===== src/rtl/uart_rx_pkg.sv =====
// Shared types and constants for the UART receiver: FSM states, parity modes
// and the layout of one FIFO entry ({parity_err, frame_err, data}).
package uart_rx_pkg;

  typedef enum logic [2:0] {
    ST_IDLE   = 3'd0,
    ST_START  = 3'd1,
    ST_DATA   = 3'd2,
    ST_PARITY = 3'd3,
    ST_STOP   = 3'd4
  } rx_state_t;

  localparam int PAR_NONE = 0;
  localparam int PAR_ODD  = 1;
  localparam int PAR_EVEN = 2;

  localparam int ENTRY_ERR_BITS = 2;

  function automatic int entry_width(input int data_bits);
    return data_bits + ENTRY_ERR_BITS;
  endfunction

  function automatic int frame_err_pos(input int data_bits);
    return data_bits;
  endfunction

  function automatic int parity_err_pos(input int data_bits);
    return data_bits + 1;
  endfunction

endpackage


===== src/rtl/uart_rx_fifo.sv =====
// Synchronous first-word-fall-through FIFO with occupancy count.
// A write into a full FIFO is accepted only when a read happens in the same cycle.
module uart_rx_fifo #(
  parameter int WIDTH = 10,
  parameter int DEPTH = 16
) (
  input  logic                     clk,
  input  logic                     rst_n,
  input  logic                     clear,
  input  logic                     wr_en,
  input  logic [WIDTH-1:0]         wr_data,
  input  logic                     rd_en,
  output logic [WIDTH-1:0]         rd_data,
  output logic [$clog2(DEPTH):0]   level,
  output logic                     full,
  output logic                     empty
);

  localparam int AW = $clog2(DEPTH);
  localparam int LW = AW + 1;

  logic [WIDTH-1:0] mem_r [DEPTH];
  logic [AW-1:0]    wr_ptr_r;
  logic [AW-1:0]    rd_ptr_r;
  logic [LW-1:0]    level_r;
  logic             do_wr_s;
  logic             do_rd_s;

  assign full    = (level_r == LW'(DEPTH));
  assign empty   = (level_r == {LW{1'b0}});
  assign level   = level_r;
  assign rd_data = mem_r[rd_ptr_r];

  assign do_rd_s = rd_en & ~empty & ~clear;
  assign do_wr_s = wr_en & ~clear & (~full | do_rd_s);

  // Storage array, written at the tail
  always_ff @(posedge clk) begin
    if (do_wr_s) begin
      mem_r[wr_ptr_r] <= wr_data;
    end
  end

  // Pointers and occupancy
  always_ff @(posedge clk) begin
    if (!rst_n) begin
      wr_ptr_r <= {AW{1'b0}};
      rd_ptr_r <= {AW{1'b0}};
      level_r  <= {LW{1'b0}};
    end else if (clear) begin
      wr_ptr_r <= {AW{1'b0}};
      rd_ptr_r <= {AW{1'b0}};
      level_r  <= {LW{1'b0}};
    end else begin
      if (do_wr_s) begin
        wr_ptr_r <= wr_ptr_r + AW'(1);
      end
      if (do_rd_s) begin
        rd_ptr_r <= rd_ptr_r + AW'(1);
      end
      case ({do_wr_s, do_rd_s})
        2'b10:   level_r <= level_r + LW'(1);
        2'b01:   level_r <= level_r - LW'(1);
        default: level_r <= level_r;
      endcase
    end
  end

endmodule


===== src/rtl/uart_rx_capture.sv =====
// Parametrised UART receiver: synchroniser, bit-timing FSM, parity/framing
// checks, byte FIFO with valid/ready output and drop/receive accounting.
module uart_rx_capture
  import uart_rx_pkg::*;
#(
  parameter int CLKS_PER_BIT = 217,
  parameter int DATA_BITS    = 8,
  parameter int PARITY       = 0,
  parameter int FIFO_DEPTH   = 16
) (
  input  logic                          clk,
  input  logic                          rst_n,
  input  logic                          rxd,
  input  logic                          clear,
  output logic                          m_valid,
  input  logic                          m_ready,
  output logic [DATA_BITS-1:0]          m_data,
  output logic                          m_frame_err,
  output logic                          m_parity_err,
  output logic                          busy,
  output logic [$clog2(FIFO_DEPTH):0]   level,
  output logic                          overflow,
  output logic [7:0]                    drop_cnt,
  output logic [15:0]                   rx_cnt
);

  localparam int CW = $clog2(CLKS_PER_BIT);
  localparam int BW = $clog2(DATA_BITS + 1);
  localparam int EW = entry_width(DATA_BITS);
  localparam logic [CW-1:0] CNT_HALF = CW'(CLKS_PER_BIT / 2 - 1);
  localparam logic [CW-1:0] CNT_FULL = CW'(CLKS_PER_BIT - 1);
  localparam logic [BW-1:0] LAST_BIT = BW'(DATA_BITS - 1);
  localparam logic          PAR_INV  = (PARITY == PAR_ODD);

  logic                 rxd_meta_r;
  logic                 rxd_sync_r;
  logic                 rxd_prev_r;
  rx_state_t            state_r;
  rx_state_t            state_n;
  logic [CW-1:0]        cnt_r;
  logic [CW-1:0]        cnt_n;
  logic [BW-1:0]        bit_idx_r;
  logic [BW-1:0]        bit_idx_n;
  logic [DATA_BITS-1:0] shreg_r;
  logic [DATA_BITS-1:0] shreg_n;
  logic                 par_err_r;
  logic                 par_err_n;
  logic                 push_s;
  logic                 frame_err_s;
  logic                 start_edge_s;
  logic                 tick_s;
  logic                 pop_s;
  logic                 wr_en_s;
  logic                 drop_s;
  logic                 full_s;
  logic                 empty_s;
  logic [EW-1:0]        head_s;
  logic                 busy_r;
  logic                 overflow_r;
  logic [7:0]           drop_cnt_r;
  logic [15:0]          rx_cnt_r;

  // Two-flop synchroniser plus one history flop for start-edge detection
  always_ff @(posedge clk) begin
    if (!rst_n) begin
      rxd_meta_r <= 1'b1;
      rxd_sync_r <= 1'b1;
      rxd_prev_r <= 1'b1;
    end else begin
      rxd_meta_r <= rxd;
      rxd_sync_r <= rxd_meta_r;
      rxd_prev_r <= rxd_sync_r;
    end
  end

  // A held-low line after a framing error produces no edge, so IDLE waits for 1 then 0
  assign start_edge_s = rxd_prev_r & ~rxd_sync_r;
  assign tick_s       = (cnt_r == {CW{1'b0}});

  // FSM and datapath state registers
  always_ff @(posedge clk) begin
    if (!rst_n) begin
      state_r   <= ST_IDLE;
      cnt_r     <= {CW{1'b0}};
      bit_idx_r <= {BW{1'b0}};
      shreg_r   <= {DATA_BITS{1'b0}};
      par_err_r <= 1'b0;
    end else begin
      state_r   <= state_n;
      cnt_r     <= cnt_n;
      bit_idx_r <= bit_idx_n;
      shreg_r   <= shreg_n;
      par_err_r <= par_err_n;
    end
  end

  // Next-state, sampling and push decode
  always_comb begin
    state_n     = state_r;
    cnt_n       = cnt_r;
    bit_idx_n   = bit_idx_r;
    shreg_n     = shreg_r;
    par_err_n   = par_err_r;
    push_s      = 1'b0;
    frame_err_s = 1'b0;
    case (state_r)
      ST_IDLE: begin
        if (start_edge_s) begin
          cnt_n     = CNT_HALF;
          par_err_n = 1'b0;
          state_n   = ST_START;
        end else begin
          state_n = ST_IDLE;
        end
      end
      ST_START: begin
        if (!tick_s) begin
          cnt_n = cnt_r - CW'(1);
        end else if (rxd_sync_r) begin
          state_n = ST_IDLE;
        end else begin
          cnt_n     = CNT_FULL;
          bit_idx_n = {BW{1'b0}};
          state_n   = ST_DATA;
        end
      end
      ST_DATA: begin
        if (!tick_s) begin
          cnt_n = cnt_r - CW'(1);
        end else begin
          shreg_n   = {rxd_sync_r, shreg_r[DATA_BITS-1:1]};
          cnt_n     = CNT_FULL;
          bit_idx_n = bit_idx_r + BW'(1);
          if (bit_idx_r == LAST_BIT) begin
            state_n = (PARITY != PAR_NONE) ? ST_PARITY : ST_STOP;
          end else begin
            state_n = ST_DATA;
          end
        end
      end
      ST_PARITY: begin
        if (!tick_s) begin
          cnt_n = cnt_r - CW'(1);
        end else begin
          par_err_n = (^{shreg_r, rxd_sync_r}) ^ PAR_INV;
          cnt_n     = CNT_FULL;
          state_n   = ST_STOP;
        end
      end
      ST_STOP: begin
        if (!tick_s) begin
          cnt_n = cnt_r - CW'(1);
        end else begin
          frame_err_s = ~rxd_sync_r;
          push_s      = 1'b1;
          state_n     = ST_IDLE;
        end
      end
      default: begin
        state_n = ST_IDLE;
      end
    endcase
  end

  assign pop_s   = ~empty_s & m_ready;
  assign wr_en_s = push_s & ~clear & (~full_s | pop_s);
  assign drop_s  = push_s & ~clear & full_s & ~pop_s;

  uart_rx_fifo #(
    .WIDTH (EW),
    .DEPTH (FIFO_DEPTH)
  ) u_fifo (
    .clk     (clk),
    .rst_n   (rst_n),
    .clear   (clear),
    .wr_en   (wr_en_s),
    .wr_data ({par_err_r, frame_err_s, shreg_r}),
    .rd_en   (pop_s),
    .rd_data (head_s),
    .level   (level),
    .full    (full_s),
    .empty   (empty_s)
  );

  // Status and accounting registers
  always_ff @(posedge clk) begin
    if (!rst_n) begin
      busy_r     <= 1'b0;
      overflow_r <= 1'b0;
      drop_cnt_r <= 8'd0;
      rx_cnt_r   <= 16'd0;
    end else begin
      busy_r <= (state_n != ST_IDLE);
      if (wr_en_s) begin
        rx_cnt_r <= rx_cnt_r + 16'd1;
      end
      if (clear) begin
        overflow_r <= 1'b0;
        drop_cnt_r <= 8'd0;
      end else if (drop_s) begin
        overflow_r <= 1'b1;
        if (drop_cnt_r != 8'hFF) begin
          drop_cnt_r <= drop_cnt_r + 8'd1;
        end
      end
    end
  end

  // Head fields are forced to zero while the FIFO is empty
  assign m_valid      = ~empty_s;
  assign m_data       = m_valid ? head_s[DATA_BITS-1:0] : {DATA_BITS{1'b0}};
  assign m_frame_err  = m_valid & head_s[frame_err_pos(DATA_BITS)];
  assign m_parity_err = m_valid & head_s[parity_err_pos(DATA_BITS)];
  assign busy         = busy_r;
  assign overflow     = overflow_r;
  assign drop_cnt     = drop_cnt_r;
  assign rx_cnt       = rx_cnt_r;

endmodule


===== config.mk =====
export PLATFORM = sky130hd
export DESIGN_NAME = uart_rx_capture
export DESIGN_NICKNAME = d
export VERILOG_FILES = /design/src/rtl/uart_rx_pkg.sv /design/src/rtl/uart_rx_fifo.sv /design/src/rtl/uart_rx_capture.sv
export SDC_FILE = /design/constraint.sdc
export NUM_CORES = 1
export LEC_CHECK = 0
export ABC_AREA = 1
export BUFFER_PORTS_ARGS = -buffer_cell sky130_fd_sc_hd__buf_2
export CAP_MARGIN = 20
export CORE_MARGIN = 2
export CORE_UTILIZATION = 45
export CTS_CLUSTER_SIZE = 30
export DETAILED_ROUTE_END_ITERATION = 10
export GPL_ROUTABILITY_DRIVEN = 1
export RECOVER_POWER = 100
export SETUP_SLACK_MARGIN = 0.4
export SYNTH_ARGS = -nofsm -noshare
export SYNTH_HDL_FRONTEND = slang
export SYNTH_SLANG_ARGS = --single-unit

===== constraint.sdc =====
create_clock -name clk -period 2.8 [get_ports clk]
set_clock_uncertainty 0.1 [all_clocks]
set_input_delay 0.56 -clock clk [delete_from_list [all_inputs] [get_ports clk]]
set_output_delay 0.56 -clock clk [all_outputs]
set_load 0.02 [all_outputs]

## After elaboration in Yosys (flattened, before gate mapping)

Memories as Yosys holds them, arrays and structs flattened. A register that Yosys moved wholly into a read port is not among the register bits.
Index checks and enable logic that the tools add are counted.

- Memories kept: 1
- Input port bits: 5
- RAM bits: 160
- Latch bits: 0
- Output and inout port bits: 42
- ROM bits: 0
- Register bits after elaboration: 66
- Logic and storage cells: 107

Memories:

| name | depth | width | rd ports | clocked after memory_dff | wr ports | RTL line | source |
|---|---|---|---|---|---|---|---|
| u_fifo.mem_r | 16 | 10 | 1 | 1 | 1 | uart_rx_fifo.sv:22 | `logic [WIDTH-1:0] mem_r [DEPTH];` |

- Add/sub/neg operators: 8
- Div/mod/pow operators: 0
- Bitwise operators: 20
- Shifts and indexed selects: 0
- Eq/ne operators: 16
- $lt $le $gt $ge: 0
- Muxes and demuxes: 31
- Reductions and logical operators: 16
- $mul: 0

Operator list:

| cell | count |
|---|---|
| $mux W8 | 6 |
| $pmux W8 S4 | 1 |
| $mux W4 | 5 |
| $add A16 B1 Y16 const B | 1 |
| $mux W3 | 5 |
| $pmux W3 S5 | 1 |
| $add A4 B1 Y4 const B | 3 |
| $and A1 B1 Y1 | 12 |
| $ne A2 B2 Y1 const B | 6 |
| $pmux W5 S2 | 1 |
| $mux W1 | 9 |
| $reduce_xor A9 Y1 | 1 |
| $add A8 B1 Y8 const B | 1 |
| $logic_not A8 Y1 | 1 |
| $ne A8 B8 Y1 const B | 1 |
| $pmux W4 S2 | 1 |
| $reduce_and A4 Y1 | 2 |
| $sub A8 B1 Y8 const B | 1 |
| $eq A3 B2 Y1 const B | 2 |
| $not A1 Y1 | 6 |
| $reduce_bool A2 Y1 | 3 |
| $add A5 B1 Y5 const B | 1 |
| $eq A5 B5 Y1 const B | 1 |
| $logic_not A5 Y1 | 1 |
| 16 further kinds | 19 |

## Longest topological paths before layout

Gate-level depths: netlist of the first run.

- Word-level depth: 9
- Depth in mapped cells: 19
- Gate-level depth less buffers: 18

## Modules after synthesis

A second synthesis of the first run with hierarchy kept.

- Cells, all modules: 1116
- Area, all modules: 10587.7 µm²

Modules (own cells, without submodules):

| module | area each (µm²) | instances | cells an instance | sequential area each (µm²) |
|---|---|---|---|---|
| uart_rx_fifo | 7627.3 | 1 | 647 | 5144.9 |
| uart_rx_capture | 2960.3 | 1 | 469 | 1061.0 |

## Worst setup path after synthesis of the first run

No wires, ideal clock.

- Kind: reg-to-reg
- From: reg cnt_r[0]
- To: reg u_fifo.level_r[4], in the netlist u_fifo.level[4]
- Data required time: 2.579 ns
- Slack: 0.249 ns
- Buffers on the path: 1
- Period minus slack after synthesis: 2.551 ns
- Arrival time: 2.330 ns
- Cell stages (with the launch flop): 20
- Setup time: 0.121 ns
- Path through: dfxtp_1 > inv_1 > ha_1 > nand2_1 > nor2_2 > nand3_4 > inv_2 > nand2_2 > buf_2 > ha_1 > xor2_1 > ha_1 > inv_1 > nand2_1 > nand3_1 > nand2_1 > nand2_1 > nand2_1 > nand2_1 > a21oi_1

- Longest elaborated chain between the ends: 9
- Elaborated cells on any way between the ends: 11
- Classes of those cells: eq/ne: 2; mux: 3; bitwise: 4; reduce/logical: 2

RTL lines:

| element | RTL line | source |
|---|---|---|
| start, declared | uart_rx_capture.sv:40 | `logic [CW-1:0] cnt_r;` |
| start signal, assigned | uart_rx_capture.sv:84 | `cnt_r <= {CW{1'b0}};` |
| start signal, assigned | uart_rx_capture.sv:90 | `cnt_r <= cnt_n;` |
| $logic_not A8 Y1 (*) | uart_rx_capture.sv:78 | `assign tick_s = (cnt_r == {CW{1'b0}});` |
| $mux W1 (*) | uart_rx_capture.sv:151 | `if (!tick_s) begin` |
| $mux W1 (*) | uart_rx_capture.sv:106 | `case (state_r)` |
| $and A1 B1 Y1 (*) (2 in series) | uart_rx_capture.sv:166 | `assign wr_en_s = push_s & ~clear & (~full_s \| pop_s);` |
| $and A1 B1 Y1 (*) (2 in series) | uart_rx_fifo.sv:35 | `assign do_wr_s = wr_en & ~clear & (~full \| do_rd_s);` |
| $eq A2 B1 Y1 or $eq A2 B2 Y1 (tied branches) | uart_rx_fifo.sv:61 | `case ({do_wr_s, do_rd_s})` |
| $pmux W5 S2 or $reduce_bool A2 Y1 (tied branches) | -- |  |
| end signal, assigned | uart_rx_fifo.sv:62 | `2'b10: level_r <= level_r + LW'(1);` |
| end signal, assigned | uart_rx_fifo.sv:63 | `2'b01: level_r <= level_r - LW'(1);` |
| end signal, assigned | uart_rx_fifo.sv:64 | `default: level_r <= level_r;` |
| end, declared | uart_rx_fifo.sv:25 | `logic [LW-1:0] level_r;` |

Mark *: on every way between the ends. The rest lies on a longest branch, timed or not.
A chain may end at the register's enable or synchronous reset.

==> flow_metrics.env, run 1 <==
export IMPL_status="finished clean"
export IMPL_setup_viol=0
export IMPL_crit_path_start_kind="register"
export IMPL_yosysUniqueCellTypes=32
export IMPL_grt_overflow=0
export IMPL_grt_pass1_wl_mm=40.6
export IMPL_crit_path_top_delay_cell="dfxtp_4"
export IMPL_cts_max_path_buffers=3
export IMPL_core_um2=22400
export IMPL_yosysTopAreaCellShare_pct=47.2
export IMPL_synth_top_area_cell="edfxtp_1"
export IMPL_clock_latency_ns=0.52
export IMPL_routed_wl_mm=26.6
export IMPL_period_share_pct=98.0
export IMPL_power_mw=7.06
export IMPL_p_leak_nw=4.86
export IMPL_hold_viol=0
export IMPL_num_vias=7843
export IMPL_mostFrequentLayoutCell="nand2_1"
export IMPL_synth_area_top_cells="edfxtp_1 47%, dfxtp_1 14%, nand2_1 11%"
export IMPL_switching_share_pct=20.4
export IMPL_grt_usage_pct=21.9
export IMPL_maxCapViolCount=0
export IMPL_first_global_vias=7323
export IMPL_die_x_um=154
export IMPL_synth_top_family_by_area="simple AND/OR/NAND/NOR gates"
export IMPL_multi_input_area_um2=3710
export IMPL_hp_class="in2reg"
export IMPL_final_cells=1496
export IMPL_routedWlPerCell_um=17.8
export IMPL_seqPwrFrac_pct=51.2
export IMPL_synth_compound_area_share_pct=8.92
export IMPL_synthMuxAreaShare_pct=0
export IMPL_cts_tree="done"
export IMPL_power_frac_clock_pct=46.1
export IMPL_mappedNetlistArea_um2=10200
export IMPL_tightest_slew_ns=1.04
export IMPL_cts_inserted_buffers=25
export IMPL_peakVddDrop_uv=454
export IMPL_rsz0062_at_grt="yes"
export IMPL_dieArea_um2=23800
export IMPL_die_h_um=154
export IMPL_ios=47
export IMPL_syn_avg_cell_area_um2=9.35
export IMPL_cp_end_kind="output port"
export IMPL_cts_root_buf="clkbuf_16"
export IMPL_max_stage_delay_ns=0.40
export IMPL_drt_iter0_drc=546
export IMPL_start_util_pct=45.3
export IMPL_hold_buffers=0
export IMPL_path_buf_inv=3
export IMPL_synth_simple_area_share_pct=21.7
export IMPL_clkTransAtPathRegs_ns=0.06
export IMPL_yosysWarningCount=0
export IMPL_cpMostUsedCell="nand2_1"
export IMPL_synth_xor_area_share_pct=2.15
export IMPL_slew_violations=0
export IMPL_postSynthCellCount=1087
export IMPL_htreeDepth=1
export IMPL_fmax_mhz=364
export IMPL_rows=55
export IMPL_p_sw_mw=1.44
export IMPL_synth_seq_cells=230
export IMPL_dp_final_hpwl_mm=16.1
export IMPL_drtPass1Iterations=4
export IMPL_grt_max_degree=52
export IMPL_num_fill_cells=2065
export IMPL_ant_nets=0
export IMPL_cts_sinks=230
export IMPL_io_buffers=46
export IMPL_layout_common_cells="298 x nand2_1, 160 x edfxtp_1, 116 x nor2_1"
export IMPL_synthesis_nets=1104
export IMPL_n_antenna_cell=0
export IMPL_area_delta_synth_final_pct=20.5
export IMPL_vias_per_cell=5.24
export IMPL_p_comb_share_pct=2.7
export IMPL_nets=1210
export IMPL_place_inst=1419
export IMPL_slew_headroom_pct=30.5
export IMPL_arrival_ns=2.08
export IMPL_p_per_area_nw_per_um2=576
export IMPL_finalWeightedCongestion=0.867
export IMPL_synthAdderAreaFrac_pct=1.48
export IMPL_cp_max_fo=17
export IMPL_regArea_um2=6220
export IMPL_cpLargestDelayFamily="compound AO/OA/AOI/OAI gates"
export IMPL_drive_gt1_share_pct=15.5
export IMPL_internal_power_mw=5.62
export IMPL_path_class="reg2out"
export IMPL_drc=0
export IMPL_fin_crit_ns=2.74
export IMPL_antenna_found_initial=0
export IMPL_synth_seq_area_share_pct=61.0
export IMPL_cp_cell_sequence="clkinv_8 -> buf_6 -> nand2_1 -> nand3_1 -> nand2_1 -> a21oi_1 -> o31ai_2 -> a21oi_2 -> buf_4"
export IMPL_required_ns=2.14
-- power by group through the flow --
stage | Sequential (mW) | Combinational (mW) | Clock, mW
2_1_floorplan | 3.69 | 0.156 | 0
3_3_place_gp | 3.69 | 0.200 | 0
3_5_place_dp | 3.69 | 0.200 | 0
4_1_cts | 3.61 | 0.203 | 3.32
5_1_grt | 3.61 | 0.222 | 3.46
6_report | 3.61 | 0.192 | 3.25
-- cell families after synthesis --
| logic type | count (synthesis) |
|---|---|
| simple gates | 533 |
| flops | 230 |
| compound gates | 169 |
| buf+inv | 118 |
| xor+xnor | 25 |
| fa+ha+maj | 12 |
-- through the flow --
stage | setup slack, ns | setup TNS, ns | hold WS [ns] | utilization (%) | instance area (um2)
2_1_floorplan | 0.408 | 0 | 0.293 | - | 10200
3_3_place_gp | 0.297 | 0 | 0.302 | 48.8 | 11000
3_5_place_dp | 0.268 | 0 | 0.307 | 48.8 | 11000
4_1_cts | 0.0444 | 0 | 0.106 | 53.8 | 12100
5_1_grt | -0.0466 | -0.0807 | 0.119 | 54.6 | 12300
6_report | 0.0552 | 0 | 0.128 | 54.6 | 12300
-- what timing repair did --
action | in CTS | in global routing
gates cloned | 3 | 4
buffers inserted | 8 | 17
gates resized for setup | 54 | 50
setup endpoints to repair | 12 | 13
pin swaps | 17 | 31
-- routing by layer --
metal	up-vias	share of wire [%]	GRT usage, %
li1	3876	-	-
met1	3711	43	29.7
met2	208	48	36.2
met3	48	6.0	3.22
met4	0	3.0	7.50
met5	-	0	0
-- worst reg2reg max path: stages (launching register included) --
cell and delay, ns:
dfxtp_1 0.29, inv_1 0.07, ha_1 0.26, nand2_4 0.07, nor2_1 0.23, nand3_4 0.13
inv_1 0.07, nand2_1 0.10, buf_6 0.20, clkinvlp_2 0.17, nand2_1 0.13, nor2_1 0.11
buf_2 0.36
-- cell type report --
type | instances | share of cell area (%)
timing repair buffer | 118 | 6.85
sequential | 230 | 50.8
tap | 285 | 2.91
timing repair inverter | 2 | 0.122
clock inverter | 12 | 1.12
clock buffer | 33 | 5.46
inverter | 77 | 2.51
multi-input combinational | 739 | 30.3
-- synthesized netlist by cell type --
cell type and number:
buf_1 2, a21o_1 1, nor3_1 14, nand3b_1 1, nand3_4 1, xnor2_1 7, a21oi_1 105, buf_6 3
nand3_1 77, inv_1 67, buf_2 9, nor2_4 2, o21ai_1 1, o21ai_0 39, a21oi_2 1, clkbuf_1 27
xor2_1 18, inv_2 6, ha_1 12, o21bai_1 1, clkinv_2 1, nand3_2 1, edfxtp_1 160, nand2_2 8
o31ai_1 21, or2_2 2, dfxtp_1 70, nand4_1 11, nor2_1 116, nor2_2 1, nand2_1 299, clkinv_1 3
-- state kept, by name, summed over array words and instances, names as in the netlist, named ones only --
signal,cells
bit_idx_r,4
drop_cnt,8
u_fifo.wr_ptr_r,4
cnt_r,8
rxd_meta_r,1
u_fifo.rd_ptr_r,4
rx_cnt,16
state_r,3
u_fifo.mem_r,160
rxd_prev_r,1
rxd_sync_r,1
u_fifo.level,5
busy,1
shreg_r,8
overflow,1
par_err_r,1
-- worst paths after layout --
| kind | to | from | slack (ns) | cells after the start |
|---|---|---|---|---|
| hold / removal | rxd_meta_r$_SDFF_PN1_ | rxd | 0.13 | 2 |
| hold reg to reg | rxd_sync_r$_SDFF_PN1_ | rxd_meta_r$_SDFF_PN1_ | 0.33 | 1 |
| setup reg to reg | u_fifo.mem_r[5][0]$_DFFE_PP_ | cnt_r[0]$_SDFFE_PN0P_ | 0.16 | 12 |
| setup / recovery | m_data[5] | register | 0.06 | 9 |
Note: power is estimated with default switching activity, not from simulation.
==> inputs of run 2 (changes only) <==
BUFFER_PORTS_ARGS = -buffer_cell sky130_fd_sc_hd__buf_4   (was -buffer_cell sky130_fd_sc_hd__buf_2)
==> run 2 against run 1 <==
- the flow now finishes with violations (negative setup slack)
- worst hold slack better by 0.0013 ns
- clock-buffer cell count rose by 4
- routed wire length increased by 1.3%
- first-iteration DRC count is 8.2% lower
- clock power about the same
- critical path depth grew 1
- largest cell class unchanged
- final cell count about the same
- design area up 3.0%
- power increased by 0.42%
==> flow_metrics.env, run 2 (same netlist as run 1, synthesis figures left out) <==
export IMPL_slew_headroom_pct=33.8
export IMPL_dp_final_hpwl_mm=16.1
export IMPL_path_buf_inv=4
export IMPL_num_vias=8005
export IMPL_area_delta_synth_final_pct=24.1
export IMPL_finalWeightedCongestion=0.832
export IMPL_n_antenna_cell=0
export IMPL_cts_inserted_buffers=25
export IMPL_arrival_ns=2.16
export IMPL_p_per_area_nw_per_um2=562
export IMPL_post_place_ws_ns=0.318
export IMPL_clock_latency_ns=0.52
export IMPL_fin_crit_ns=2.82
export IMPL_routedWlPerCell_um=18.0
export IMPL_antenna_found_initial=0
export IMPL_crit_path_start_kind="register"
export IMPL_cp_cell_sequence="buf_12 -> buf_8 -> inv_8 -> nand2_4 -> nand3_2 -> nand2_2 -> a21oi_2 -> o31ai_1 -> a21oi_1 -> buf_4"
export IMPL_rsz0062_at_grt="yes"
export IMPL_slew_violations=0
export IMPL_cts_root_buf="clkbuf_16"
export IMPL_num_fill_cells=1989
export IMPL_nets=1210
export IMPL_drive_gt1_share_pct=19.1
export IMPL_htreeDepth=1
export IMPL_core_um2=22400
export IMPL_multi_input_area_um2=3830
export IMPL_clkTransAtPathRegs_ns=0.06
export IMPL_reg2reg_slack_ns=0.22
export IMPL_r2r_start="cnt_r[1]$_SDFFE_PN0P_"
export IMPL_die_x_um=154
export IMPL_p_sw_mw=1.48
export IMPL_worst_path_stages=10
export IMPL_mostFrequentLayoutCell="nand2_1"
export IMPL_vias_per_cell=5.35
export IMPL_cp_end_kind="output port"
export IMPL_drtPass1Iterations=5
export IMPL_status="finished with violations"
export IMPL_ios=47
export IMPL_hp_class="in2reg"
export IMPL_die_h_um=154
export IMPL_switching_share_pct=20.9
export IMPL_setup_viol=1
export IMPL_internal_power_mw=5.61
export IMPL_regArea_um2=6220
export IMPL_first_global_vias=7649
export IMPL_largest_register="u_fifo.mem_r"
export IMPL_dieArea_um2=23800
export IMPL_drt_iter0_drc=501
export IMPL_grt_pass1_wl_mm=42.4
export IMPL_grt_overflow=0
export IMPL_layout_common_cells="269 x nand2_1, 160 x edfxtp_1, 116 x nor2_1"
export IMPL_place_inst=1417
export IMPL_cpLargestDelayFamily="buffers and inverters"
export IMPL_seqPwrFrac_pct=51.0
export IMPL_min_delay_start="rxd"
export IMPL_largest_reg_flops=160
export IMPL_crit_path_top_delay_cell="dfxtp_4"
export IMPL_period_share_pct=101
export IMPL_hold_viol=0
export IMPL_min_path_cells=2
export IMPL_path_class="reg2out"
export IMPL_start_util_pct=45.3
export IMPL_max_stage_delay_ns=0.37
export IMPL_cts_sinks=230
export IMPL_final_cells=1497
export IMPL_cts_tree="done"
export IMPL_peakVddDrop_uv=446
export IMPL_rows=55
export IMPL_r2r_end="u_fifo.level[4]$_SDFFE_PP0P_"
export IMPL_fmax_mhz=355
export IMPL_p_leak_nw=4.94
export IMPL_routed_wl_mm=26.9
export IMPL_p_comb_share_pct=2.8
export IMPL_finalWorstSetupSlack_ns=-0.0184
export IMPL_cts_max_path_buffers=3
export IMPL_ant_nets=0
export IMPL_violations="negative setup slack"
export IMPL_io_buffers=46
export IMPL_grt_max_degree=46
export IMPL_fin_util_pct=56.3
export IMPL_required_ns=2.14
export IMPL_drc=0
export IMPL_power_frac_clock_pct=46.2
export IMPL_crit_end="m_data[5]"
export IMPL_cp_max_fo=8
export IMPL_reg2regPathDepth=18
export IMPL_maxCapViolCount=0
export IMPL_grt_usage_pct=22.6
export IMPL_tightest_slew_ns=0.994
-- run 2: changes by cell type in the layout (fill, tap and decap cells not counted), sizes merged, moves of 2 or more --
| cell | before | now |
|---|---|---|
| buf | 52 | 66 |
| clkbuf | 99 | 87 |
| clkinv | 12 | 7 |
| inv | 71 | 75 |
| bufbuf | 0 | 2 |
-- run 2: how the worst min path moves through the flow --
stage,to,slack [ns]
after detailed placement,rxd_sync_r$_SDFF_PN1_,0.30
after global placement,rxd_sync_r$_SDFF_PN1_,0.32
final,rxd_meta_r$_SDFF_PN1_,0.13
after CTS,rxd_meta_r$_SDFF_PN1_,0.11
after global routing,rxd_meta_r$_SDFF_PN1_,0.12
after floorplan,rxd_sync_r$_SDFF_PN1_,0.29
-- run 2: timing repair --
item	in CTS	in global routing
hold buffers	0	0
pin swaps	60	24
setup buffers	18	4
resized for setup	102	64
cloned	11	1
setup endpoints to repair	11	87
-- run 2: layout make-up --
type	count	area share [%]
well taps	285	2.83
repair buffers	118	8.45
clock inverters	9	0.833
flip-flops and latches	230	49.3
repair inverters	2	0.178
inverters	77	2.47
clock buffers	37	5.63
multi-input cells	739	30.3
-- run 2: power groups by stage --
stage	Clock, mW	Combinational, mW	Sequential, mW
6_report	3.28	0.196	3.61
5_1_grt	3.45	0.228	3.61
4_1_cts	3.32	0.211	3.61
3_5_place_dp	0	0.206	3.69
3_3_place_gp	0	0.202	3.69
2_1_floorplan	0	0.156	3.69
-- run 2: per-layer routing --
metal	up-vias	global-route usage, %	routed length (um)
li1	3888	-	-
met1	3816	30.6	11600
met2	250	38.1	13100
met3	51	3.45	1480
met4	0	6.39	722
met5	-	0	0
-- run 2: metrics by stage --
step / TNS [ns] / power [mW] / area, um2 / hold slack [ns]
after floorplan: 0 / 3.84 / 10200 / 0.293
after global placement: 0 / 3.89 / 11100 / 0.319
after detailed placement: 0 / 3.90 / 11100 / 0.303
after CTS: 0 / 7.15 / 12600 / 0.106
after global routing: -0.326 / 7.29 / 12600 / 0.120
final: -0.0184 / 7.09 / 12600 / 0.130
==> inputs of run 3 (changes only) <==
ABC_AREA = 0   (was 1)
MAX_ROUTING_LAYER = met4   (was not set)
SETUP_SLACK_MARGIN = not set   (was 0.4)
==> run 3 against run 2 <==
- the run still ends with negative setup slack left
- setup slack worse by 0.34 ns
- non-clock buffer count stayed put
- critical path depth is 3 higher
- clock-buffer cell count is 6 lower
- sequential power hardly changed
- worst hold slack worse by 0.0058 ns
- synthesized cell count is 40% lower
- fmax is 11% lower
- design area is 6.0% lower
- via count is 27% lower
- die area is 5.2% lower
==> flow_metrics.env, run 3 <==
export IMPL_path_class="reg2reg"
export IMPL_p_per_area_nw_per_um2=590
export IMPL_grt_usage_pct=19.5
export IMPL_cp_cell_sequence="or4_4 -> or4_4 -> nor2_8 -> inv_4 -> ha_4 -> xor2_2 -> ha_2 -> a21oi_4 -> buf_4 -> buf_6 -> xnor2_1 -> or3_1 -> a21oi_1"
export IMPL_cp_max_fo=3
export IMPL_synth_seq_area_share_pct=64.5
export IMPL_hold_buffers=0
export IMPL_largest_register="u_fifo.mem_r"
export IMPL_num_vias=5843
export IMPL_drtPass1Iterations=4
export IMPL_post_place_ws_ns=-0.401
export IMPL_nets=786
export IMPL_layout_common_cells="160 x edfxtp_1, 67 x dfxtp_1, 50 x mux4_2"
export IMPL_first_global_vias=5818
export IMPL_routed_wl_mm=20.7
export IMPL_io_buffers=46
export IMPL_violations="negative setup slack"
export IMPL_clock_latency_ns=0.51
export IMPL_reg2reg_slack_ns=-0.36
export IMPL_dp_final_hpwl_mm=13.9
export IMPL_slew_violations=0
export IMPL_syn_avg_cell_area_um2=14.7
export IMPL_cts_sinks=230
export IMPL_use_met2_pct=32.8
export IMPL_synth_compound_area_share_pct=4.83
export IMPL_crit_path_top_delay_cell="or4_4"
export IMPL_core_um2=21000
export IMPL_rows=53
export IMPL_synthesis_nets=670
export IMPL_yosysUniqueCellTypes=59
export IMPL_vias_per_cell=5.50
export IMPL_cts_tree="done"
export IMPL_regArea_um2=6210
export IMPL_grt_max_degree=24
export IMPL_drive_gt1_share_pct=29.0
export IMPL_arrival_ns=3.48
export IMPL_hold_viol=0
export IMPL_grt_met1_usage_pct=25.6
export IMPL_finalWorstSetupSlack_ns=-0.359
export IMPL_synth_top_family_by_area="multiplexers"
export IMPL_fmax_mhz=317
export IMPL_cts_max_path_buffers=3
export IMPL_synth_edf_count=160
export IMPL_postSynthCellCount=653
export IMPL_status="finished with violations"
export IMPL_maxCapViolCount=0
export IMPL_synth_most_common_cell="edfxtp_1"
export IMPL_die_x_um=150
export IMPL_synth_xor_area_share_pct=3.24
export IMPL_cpMostUsedCell="or4_4"
export IMPL_start_util_pct=45.8
export IMPL_synth_area_top_cells="edfxtp_1 50%, dfxtp_1 15%, mux4_2 12%"
export IMPL_top_usage_layer="met2"
export IMPL_ios=47
export IMPL_cts_inserted_buffers=24
export IMPL_n_antenna_cell=0
export IMPL_routedWlPerCell_um=19.5
export IMPL_cts_root_buf="clkbuf_16"
export IMPL_finalWeightedCongestion=0.866
export IMPL_fin_crit_ns=3.16
export IMPL_drc=0
export IMPL_mostFrequentLayoutCell="edfxtp_1"
export IMPL_p_leak_nw=3.96
export IMPL_largest_reg_flops=160
export IMPL_slew_headroom_pct=36.3
export IMPL_synth_common_cells="160 x edfxtp_1, 70 x dfxtp_1, 50 x mux4_2, 43 x nor2_1, 40 x nand2_1"
export IMPL_setup_viol=98
export IMPL_ys_async_sr_fraction_pct=0
export IMPL_dieArea_um2=22600
export IMPL_htreeDepth=1
export IMPL_hp_class="in2reg"
export IMPL_yosysTopAreaCellShare_pct=49.9
export IMPL_max_stage_delay_ns=0.58
export IMPL_tightest_slew_ns=0.956
export IMPL_multi_input_area_um2=3410
export IMPL_ys_flop_type="edfxtp_1"
export IMPL_antenna_found_initial=0
export IMPL_synthAdderAreaFrac_pct=1.56
export IMPL_cp_end_kind="register"
export IMPL_synthMuxAreaShare_pct=12.1
export IMPL_period_share_pct=113
export IMPL_mappedNetlistArea_um2=9630
export IMPL_drt_iter0_drc=384
export IMPL_synth_seq_cells=230
export IMPL_required_ns=3.12
export IMPL_place_inst=1009
export IMPL_synth_top_area_cell="edfxtp_1"
export IMPL_die_h_um=150
export IMPL_grt_pass1_wl_mm=32.9
export IMPL_crit_path_start_kind="register"
export IMPL_peakVddDrop_uv=436
export IMPL_yosysWarningCount=0
export IMPL_final_cells=1062
export IMPL_synth_simple_area_share_pct=11.7
export IMPL_fin_util_pct=56.4
export IMPL_grt_overflow=0
export IMPL_area_delta_synth_final_pct=23.3
export IMPL_clkTransAtPathRegs_ns=0.06
export IMPL_ant_nets=0
export IMPL_use_met3_pct=2.64
export IMPL_rsz0062_at_grt="yes"
export IMPL_num_fill_cells=1650
-- run 3: area by class of cell --
class / count / share of cell area [%]
repair buffers: 118 / 8.69
multi-input cells: 379 / 28.7
flip-flops and latches: 230 / 52.4
clock inverters: 13 / 1.35
clock buffers: 31 / 5.45
well taps: 275 / 2.90
inverters: 16 / 0.548
-- run 3: cells by family (layout without fill, tap and decap cells) --
group | after synthesis | in the layout
DFF | 230 | 230
and+or+nand+nor | 198 | 202
AOI/OAI and AO/OA | 77 | 77
muxes | 54 | 54
buffers and inverters | 48 | 178
xor gates and xnor gates | 34 | 34
adders and majority gates | 12 | 12
-- run 3: critical path: cells and delay by family, from the launching register on --
family / cells / cell delay (ns)
compound gates: 2 / 0.26
flops: 1 / 0.31
simple gates: 4 / 1.59
buf+inv: 3 / 0.25
xor+xnor: 2 / 0.21
fa+ha+maj: 2 / 0.34
-- run 3: path summary, 6_finish.rpt --
path	startpoint	to	cells past startpoint
setup / recovery	cnt_r[2]$_SDFFE_PN0P_	u_fifo.level[2]$_SDFFE_PP0P_	13
hold / removal	rxd	rxd_meta_r$_SDFF_PN1_	2
setup reg to reg	cnt_r[2]$_SDFFE_PN0P_	u_fifo.level[2]$_SDFFE_PP0P_	13
hold reg to reg	rxd_meta_r$_SDFF_PN1_	rxd_sync_r$_SDFF_PN1_	1
-- run 3: metrics by stage --
step           power [mW]  setup TNS, ns  instance area, um2  hold slack, ns
3_5_place_dp         3.88          -2.94               10900           0.293
2_1_floorplan        3.81         -0.968                9660           0.286
4_1_cts              7.08          -5.07               11900           0.105
3_3_place_gp         3.88          -1.23               10900           0.292
5_1_grt              7.23         -15.44               11900           0.118
6_report             7.00          -8.70               11900           0.124
-- run 3: where the power goes --
group	leakage (nW)	switching [mW]	internal, mW
Clock	0.385	1.28	1.92
Sequential	2.02	0.00745	3.60
Combinational	1.55	0.116	0.0832
Total	3.96	1.40	5.60
-- run 3: repair_timing --
action	in CTS	in global routing
endpoints found under the setup margin	13	133
pin swaps	5	10
resized for setup	26	45
gates cloned	2	4
setup buffers	3	7
-- run 3: routing by layer --
| metal | vias to the layer above | part of all wire (%) |
|---|---|---|
| met3 | 24 | 4.1 |
| met2 | 142 | 51 |
| li1 | 2744 | - |
| met1 | 2933 | 43 |
| met5 | - | 0 |
| met4 | 0 | 1.8 |
